===== config.mk =====
export PLATFORM = sky130hd
export DESIGN_NAME = multiplier_pipe
export DESIGN_NICKNAME = d
export VERILOG_FILES = /design/src/rtl/multiplier_pipe_pkg.sv /design/src/rtl/mult_round_sat.sv /design/src/rtl/multiplier_pipe.sv
export SDC_FILE = /design/constraint.sdc
export NUM_CORES = 1
export LEC_CHECK = 0
export ABC_CLOCK_PERIOD_IN_PS = 2500
export CORE_ASPECT_RATIO = 0.8
export CORE_UTILIZATION = 56
export DETAILED_ROUTE_END_ITERATION = 8
export GPL_TIMING_DRIVEN = 0
export PLACE_DENSITY = 0.77
export SLEW_MARGIN = 25
export SYNTH_ARGS = -nofsm -noshare
export SYNTH_HDL_FRONTEND = slang
export SYNTH_HIERARCHICAL = 1
export SYNTH_SLANG_ARGS = --single-unit

===== constraint.sdc =====
create_clock -name clk_i -period 2.5 [get_ports clk_i]
set_clock_uncertainty 0.1 [all_clocks]
set_input_delay 0.75 -clock clk_i [delete_from_list [all_inputs] [get_ports clk_i]]
set_output_delay 0.75 -clock clk_i [all_outputs]
set_load 0.005 [all_outputs]

===== src/rtl/multiplier_pipe_pkg.sv =====
// Shared constant helpers for the pipelined multiplier: operand-width
// arithmetic used to size the partial-product tree and the output stage.
package multiplier_pipe_pkg;

  function automatic int min_f(input int lhs, input int rhs);
    return (lhs < rhs) ? lhs : rhs;
  endfunction

  function automatic int max_f(input int lhs, input int rhs);
    return (lhs > rhs) ? lhs : rhs;
  endfunction

  // Number of bits needed to represent value (0 for value 0).
  function automatic int bit_width_f(input int value);
    int w;
    w = 32'sd0;
    for (int i = 0; i < 31; i++) begin
      if ((value >> i) != 32'sd0) w = i + 32'sd1;
    end
    return w;
  endfunction

endpackage


===== src/rtl/mult_round_sat.sv =====
// Output stage of the multiplier: arithmetic/logical right shift, optional
// round-half-away-from-zero, saturation to OUT_WIDTH, and the output register.
module mult_round_sat
  import multiplier_pipe_pkg::*;
#(
  parameter int P_W       = 20,
  parameter int OUT_SHIFT = 0,
  parameter int OUT_WIDTH = 20,
  parameter int ROUND     = 0
) (
  input  logic                 clk_i,
  input  logic                 reset_an_i,
  input  logic                 reset_i,
  input  logic                 stall_i,
  input  logic                 sgn_i,
  input  logic [P_W-1:0]       prod_i,
  output logic [OUT_WIDTH-1:0] data_o,
  output logic                 sat_o
);

  // Two guard bits above the widest quantity keep the limits and the
  // rounding increment free of overflow.
  localparam int RW = max_f(P_W, OUT_WIDTH) + 32'sd2;
  localparam logic signed [RW-1:0] ONE_C  = {{(RW-1){1'b0}}, 1'b1};
  localparam logic signed [RW-1:0] SMAX_C = (ONE_C <<< (OUT_WIDTH-1)) - ONE_C;
  localparam logic signed [RW-1:0] SMIN_C = -(ONE_C <<< (OUT_WIDTH-1));
  localparam logic signed [RW-1:0] UMAX_C = (ONE_C <<< OUT_WIDTH) - ONE_C;

  logic signed [RW-1:0]  ext_s;
  logic signed [RW-1:0]  sh_s;
  logic signed [RW-1:0]  res_s;
  logic signed [RW-1:0]  max_s;
  logic signed [RW-1:0]  min_s;
  logic                  inc_s;
  logic [OUT_WIDTH-1:0]  data_d;
  logic [OUT_WIDTH-1:0]  data_q;
  logic                  sat_d;
  logic                  sat_q;

  assign ext_s = {{(RW-P_W){sgn_i & prod_i[P_W-1]}}, prod_i};
  assign sh_s  = ext_s >>> OUT_SHIFT;
  assign max_s = sgn_i ? SMAX_C : UMAX_C;
  assign min_s = SMIN_C;

  generate
    if ((ROUND != 32'sd0) && (OUT_SHIFT > 32'sd0)) begin : g_round
      localparam logic signed [RW-1:0] HALF_C = ONE_C <<< (OUT_SHIFT-1);
      logic signed [RW-1:0] drop_s;
      // sh_s is a floor; a negative value with exactly half dropped already
      // sits on the away-from-zero side, so it only moves up past half.
      assign drop_s = ext_s - (sh_s <<< OUT_SHIFT);
      assign inc_s  = ext_s[RW-1] ? (drop_s > HALF_C) : (drop_s >= HALF_C);
    end else begin : g_trunc
      assign inc_s = 1'b0;
    end
  endgenerate

  assign res_s = sh_s + {{(RW-1){1'b0}}, inc_s};

  // Clip the rounded value into the signed or unsigned OUT_WIDTH range.
  always_comb begin
    data_d = res_s[OUT_WIDTH-1:0];
    sat_d  = 1'b0;
    if (res_s > max_s) begin
      data_d = max_s[OUT_WIDTH-1:0];
      sat_d  = 1'b1;
    end else if (sgn_i && (res_s < min_s)) begin
      data_d = min_s[OUT_WIDTH-1:0];
      sat_d  = 1'b1;
    end else begin
      data_d = res_s[OUT_WIDTH-1:0];
      sat_d  = 1'b0;
    end
  end

  // Output register: cleared by either reset, frozen while stalled.
  always_ff @(posedge clk_i or negedge reset_an_i) begin
    if (!reset_an_i) begin
      data_q <= {OUT_WIDTH{1'b0}};
      sat_q  <= 1'b0;
    end else if (reset_i) begin
      data_q <= {OUT_WIDTH{1'b0}};
      sat_q  <= 1'b0;
    end else if (!stall_i) begin
      data_q <= data_d;
      sat_q  <= sat_d;
    end
  end

  assign data_o = data_q;
  assign sat_o  = sat_q;

endmodule


===== src/rtl/multiplier_pipe.sv =====
// Pipelined signed/unsigned multiplier. The narrower operand selects partial
// products of the sign/zero-extended wider one; a registered adder tree sums
// them (one level per stage) and mult_round_sat forms the final result.
// valid/tag/signed travel alongside so results come out with fixed LATENCY.
module multiplier_pipe
  import multiplier_pipe_pkg::*;
#(
  parameter int A_WIDTH   = 10,
  parameter int B_WIDTH   = 10,
  parameter int TAG_WIDTH = 1,
  parameter int OUT_SHIFT = 0,
  parameter int OUT_WIDTH = 20,
  parameter int ROUND     = 0
) (
  input  logic                 clk_i,
  input  logic                 reset_an_i,
  input  logic                 reset_i,
  input  logic                 stall_i,
  input  logic                 valid_i,
  input  logic                 signed_i,
  input  logic [TAG_WIDTH-1:0] tag_i,
  input  logic [A_WIDTH-1:0]   data_a_i,
  input  logic [B_WIDTH-1:0]   data_b_i,
  output logic                 valid_o,
  output logic [TAG_WIDTH-1:0] tag_o,
  output logic [OUT_WIDTH-1:0] data_p_o,
  output logic                 sat_o
);

  localparam int MIN_W   = min_f(A_WIDTH, B_WIDTH);
  localparam int MAX_W   = max_f(A_WIDTH, B_WIDTH);
  localparam int P_W     = A_WIDTH + B_WIDTH;
  localparam int TREE    = max_f(32'sd1, bit_width_f(MIN_W - 32'sd1));
  localparam int LEAVES  = 32'sd1 << TREE;
  localparam int LATENCY = TREE + 32'sd1;

  logic [MIN_W-1:0] narrow_s;
  logic [MAX_W-1:0] wide_s;
  logic [P_W-1:0]   wide_ext_s;
  logic [P_W-1:0]   leaf_s [LEAVES];
  // Heap layout: node 1 is the root, children of n are 2n and 2n+1; indices
  // at or above LEAVES refer to the combinational leaves.
  logic [P_W-1:0]   node_d [1:LEAVES-1];
  logic [P_W-1:0]   node_q [1:LEAVES-1];

  logic [LATENCY-1:0]                valid_d;
  logic [LATENCY-1:0]                valid_q;
  logic [LATENCY-1:0][TAG_WIDTH-1:0] tag_d;
  logic [LATENCY-1:0][TAG_WIDTH-1:0] tag_q;
  logic [TREE-1:0]                   sgn_d;
  logic [TREE-1:0]                   sgn_q;

  generate
    if (A_WIDTH <= B_WIDTH) begin : g_a_narrow
      assign narrow_s = data_a_i;
      assign wide_s   = data_b_i;
    end else begin : g_b_narrow
      assign narrow_s = data_b_i;
      assign wide_s   = data_a_i;
    end
  endgenerate

  assign wide_ext_s = {{MIN_W{signed_i & wide_s[MAX_W-1]}}, wide_s};

  for (genvar i = 0; i < LEAVES; i++) begin : g_leaf
    if (i < MIN_W) begin : g_used
      logic [P_W-1:0] pp_s;
      assign pp_s = narrow_s[i] ? (wide_ext_s << i) : {P_W{1'b0}};
      if (i == MIN_W - 1) begin : g_msb
        // The narrow operand's MSB carries weight -2^(MIN_W-1) when signed.
        assign leaf_s[i] = signed_i ? ({P_W{1'b0}} - pp_s) : pp_s;
      end else begin : g_low
        assign leaf_s[i] = pp_s;
      end
    end else begin : g_unused
      assign leaf_s[i] = {P_W{1'b0}};
    end
  end

  for (genvar n = 1; n < LEAVES; n++) begin : g_node
    if (2 * n >= LEAVES) begin : g_from_leaf
      assign node_d[n] = leaf_s[2*n-LEAVES] + leaf_s[2*n+1-LEAVES];
    end else begin : g_from_node
      assign node_d[n] = node_q[2*n] + node_q[2*n+1];
    end

    // Tree node register: loads every unstalled cycle, no valid gating.
    always_ff @(posedge clk_i or negedge reset_an_i) begin
      if (!reset_an_i) begin
        node_q[n] <= {P_W{1'b0}};
      end else if (reset_i) begin
        node_q[n] <= {P_W{1'b0}};
      end else if (!stall_i) begin
        node_q[n] <= node_d[n];
      end
    end
  end

  // The signed flag only needs to reach the output stage, TREE cycles deep.
  assign valid_d = {valid_q[LATENCY-2:0], valid_i};
  assign tag_d   = {tag_q[LATENCY-2:0], tag_i};
  assign sgn_d   = TREE'({sgn_q, signed_i});

  // Sideband shift pipes kept in step with the datapath.
  always_ff @(posedge clk_i or negedge reset_an_i) begin
    if (!reset_an_i) begin
      valid_q <= {LATENCY{1'b0}};
      tag_q   <= {(LATENCY*TAG_WIDTH){1'b0}};
      sgn_q   <= {TREE{1'b0}};
    end else if (reset_i) begin
      valid_q <= {LATENCY{1'b0}};
      tag_q   <= {(LATENCY*TAG_WIDTH){1'b0}};
      sgn_q   <= {TREE{1'b0}};
    end else if (!stall_i) begin
      valid_q <= valid_d;
      tag_q   <= tag_d;
      sgn_q   <= sgn_d;
    end
  end

  mult_round_sat #(
    .P_W       (P_W),
    .OUT_SHIFT (OUT_SHIFT),
    .OUT_WIDTH (OUT_WIDTH),
    .ROUND     (ROUND)
  ) u_round_sat (
    .clk_i      (clk_i),
    .reset_an_i (reset_an_i),
    .reset_i    (reset_i),
    .stall_i    (stall_i),
    .sgn_i      (sgn_q[TREE-1]),
    .prod_i     (node_q[1]),
    .data_o     (data_p_o),
    .sat_o      (sat_o)
  );

  assign valid_o = valid_q[LATENCY-1];
  assign tag_o   = tag_q[LATENCY-1];

endmodule


==> run metrics <==
Worst slew margin 0.495; number of synthesized register bits 215; post-synth top area cell dfrtp_1; status complete, but fails checks; Synth top area share 0.391; Yosys warning total 6; vias in the first global route 11800; multi-input combinational cell area 0.00884 mm^2; Root Buffer clkbuf_16; initial core utilization 0.579; post-DP HPWL between 20000 and 30000 um; Netlist Area Pre-Place 0.0138 mm^2; commonest register cell after synthesis dfrtp_1; Max Slew Vio Count 0; port buffer count 49; CP Launch Point data_b_i[3]; CTS tree done; Ports 50; distinct cell type count after synthesis 74; Synth Net Count 1636; Power Total just over 9 mW; largest net degree at the start of global routing 90; total die area 0.0252 mm^2; worst r2r src node_q[204]; Max rail drop VDD 0.000498 V; TritonCTS buffer count 23; initial antenna violation count 0; Area Growth Syn to Fin 26.5%; number of synthesized flops with an enable pin 0; setup ws final -265 ps; routability cong. 0.938; vias after detailed routing ~12000; global-route wire length before repair between 60000 and 70000 um; Critical Path RT 2780 ps; Final Cell Area 0.0174 mm^2; clk slew on worst S/H paths 60 ps; worst slew pin tran 757 ps; violations in the final reports negative setup slack; minimum clock period 2760 ps; maxcap violations 0; final setup violation count 24; Core Rows 50; RSZ-0062 raised after global routing yes; Post-route DRC 0; largest buffer count on any clock path 3; cell area power density 534 mW/mm^2; Mapped Cells 1488; clock sink count 215; Core Area 0.0238 mm^2; Synth area leaders dfrtp_1 (39%), ha_1 (10%), mux2i_1 (5.8%); layout cell share with drive strength beyond 1 0.230; H-tree Lvls 1; CP arrival 3050 ps; DIE WIDTH 177 um; Leak Pwr 8.59 nW; fin crit share 1.11; WL/cell 21.5 um; register area 0.00538 mm^2; share of flip-flops with an asynchronous set or reset 1.00; syn avg cell area between 9 and 10 um^2; Cell Count, Final, Fillers Out 1976; Cell Area, Placed 0.0151 mm^2; sequential area share after synthesis 0.391; clock latency at the later pin of the worst-skew pair 520 ps; DP Cell Count 1851; final hold viol count 0; count leader, synth dfrtp_1; 1st-pass router iterations 6; Total Routing Usage GR 0.334; f_max 362 MHz; WL final 42400 um; worst setup path class primary input to flip-flop; Net count, final 1795; gr ovfl total 0; worst-path maximum fanout 5; Die Y-Extent 142 um; Critical Path Start Type primary input; Fin Setup TNS -2250 ps; Worst Hold Class primary input to async pin; Setup crit end kind flip-flop; post-detailed-route count of antenna-violating nets 0; fill cell total of the finished layout 1687; dpl ws -1420 ps; synth cell count leaders dfrtp_1 (215), nor2_1 (153), nand2_1 (142), a21oi_1 (119), ha_1 (112); DR vias/cell approximately 6.2; initial DRC count 1096
## placed cells by master, fill, tap and decap left out, types with 16 or more instances in the layout
master	synthesis	routed
dfrtp_1	215	215
nor2_1	153	151
nand2_1	142	132
a21oi_1	119	90
ha_1	112	86
buf_4	3	81
mux2i_1	80	80
and2_1	83	62
a21o_1	45	45
inv_1	46	42
o21ai_0	76	42
xnor2_1	42	40
xor2_1	33	30
a21oi_2	2	28
clkbuf_16	0	26
clkdlybuf4s50_1	0	26
and3_1	27	25
a32o_1	25	25
and2_4	0	21
o21ai_1	3	20
ha_4	0	20
clkbuf_8	0	18
clkbuf_2	0	17
nor3_1	17	16
## state kept, by name (all words and copies together) (netlist names)
| register | cells |
|---|---|
| valid_q | 5 |
| u_round_sat/data_o | 20 |
| tag_d | 4 |
| u_round_sat/sat_o | 1 |
| sgn_q | 4 |
| node_q | 180 |
| tag_o | 1 |
## worst max-delay path: stages
cell and delay (ps):
clkbuf_4 160, nor3_4 210, nand2b_1 180, nand2_1 120
o21a_1 210, a31oi_1 250, ha_1 340, o21a_1 160
a21o_1 190, a21oi_2 210, xor2_2 180, o21ai_1 80
## through the flow
| step | hold slack [ps] | util |
|---|---|---|
| after floorplan | 353 | - |
| after global placement | 367 | 0.631 |
| after detailed placement | 375 | 0.634 |
| after CTS | 68.2 | 0.709 |
| after global routing | 82.4 | 0.732 |
| final | 59.0 | 0.732 |
## routing by layer
metal,track usage,share of wire
met3,0.0556,0.078
met2,0.539,0.45
met4,0.120,0.044
met1,0.453,0.42
met5,0,0
## cells by family (layout without fill, tap and decap cells)
kind of cell | after synthesis | count (layout) | share of synthesized area
compound gates | 389 | 389 | 0.188
xor+xnor | 75 | 75 | 0.0477
fa+ha+maj | 121 | 121 | 0.115
buf+inv | 124 | 299 | 0.0351
flops | 215 | 215 | 0.391
mux | 80 | 80 | 0.0582
other cells | 0 | 1 | 0
simple gates | 484 | 484 | 0.166
## path summary, 6_finish.rpt
kind	cells after the start	end	slack, ps
max in group asynchronous	3	node_q[116]	1080
min	1	u_round_sat/data_o[0]	60
max	12	node_q[77]	-260
max reg2reg	9	node_q[278]	0
min reg2reg	1	node_q[137]	390
min in group clk_i	1	node_q[137]	390
## where the power goes
part / switching, mW / internal [mW]
clock network: 1.41 / 2.08
logic: 1.16 / 0.862
registers: 0.135 / 3.65
total: 2.71 / 6.59
## what timing repair did
action	in CTS	in global routing
endpoints found under the setup margin	194	102
hold endpoints to repair	0	0
setup buffers	58	23
hold buffers	0	0
gates resized for setup	243	106
pin swaps	62	71
cloned	5	0
## final cells by class
class,instances,share of cell area
clock inverter,9,0.00596
buffer,75,0.0348
multi-input combinational,1149,0.508
timing repair buffer,137,0.0717
clock buffer,32,0.0384
tap,312,0.0224
sequential,215,0.309
inverter,46,0.00992
antenna,1,0.000144
No activity file was read; power rests on OpenSTA's default activity.
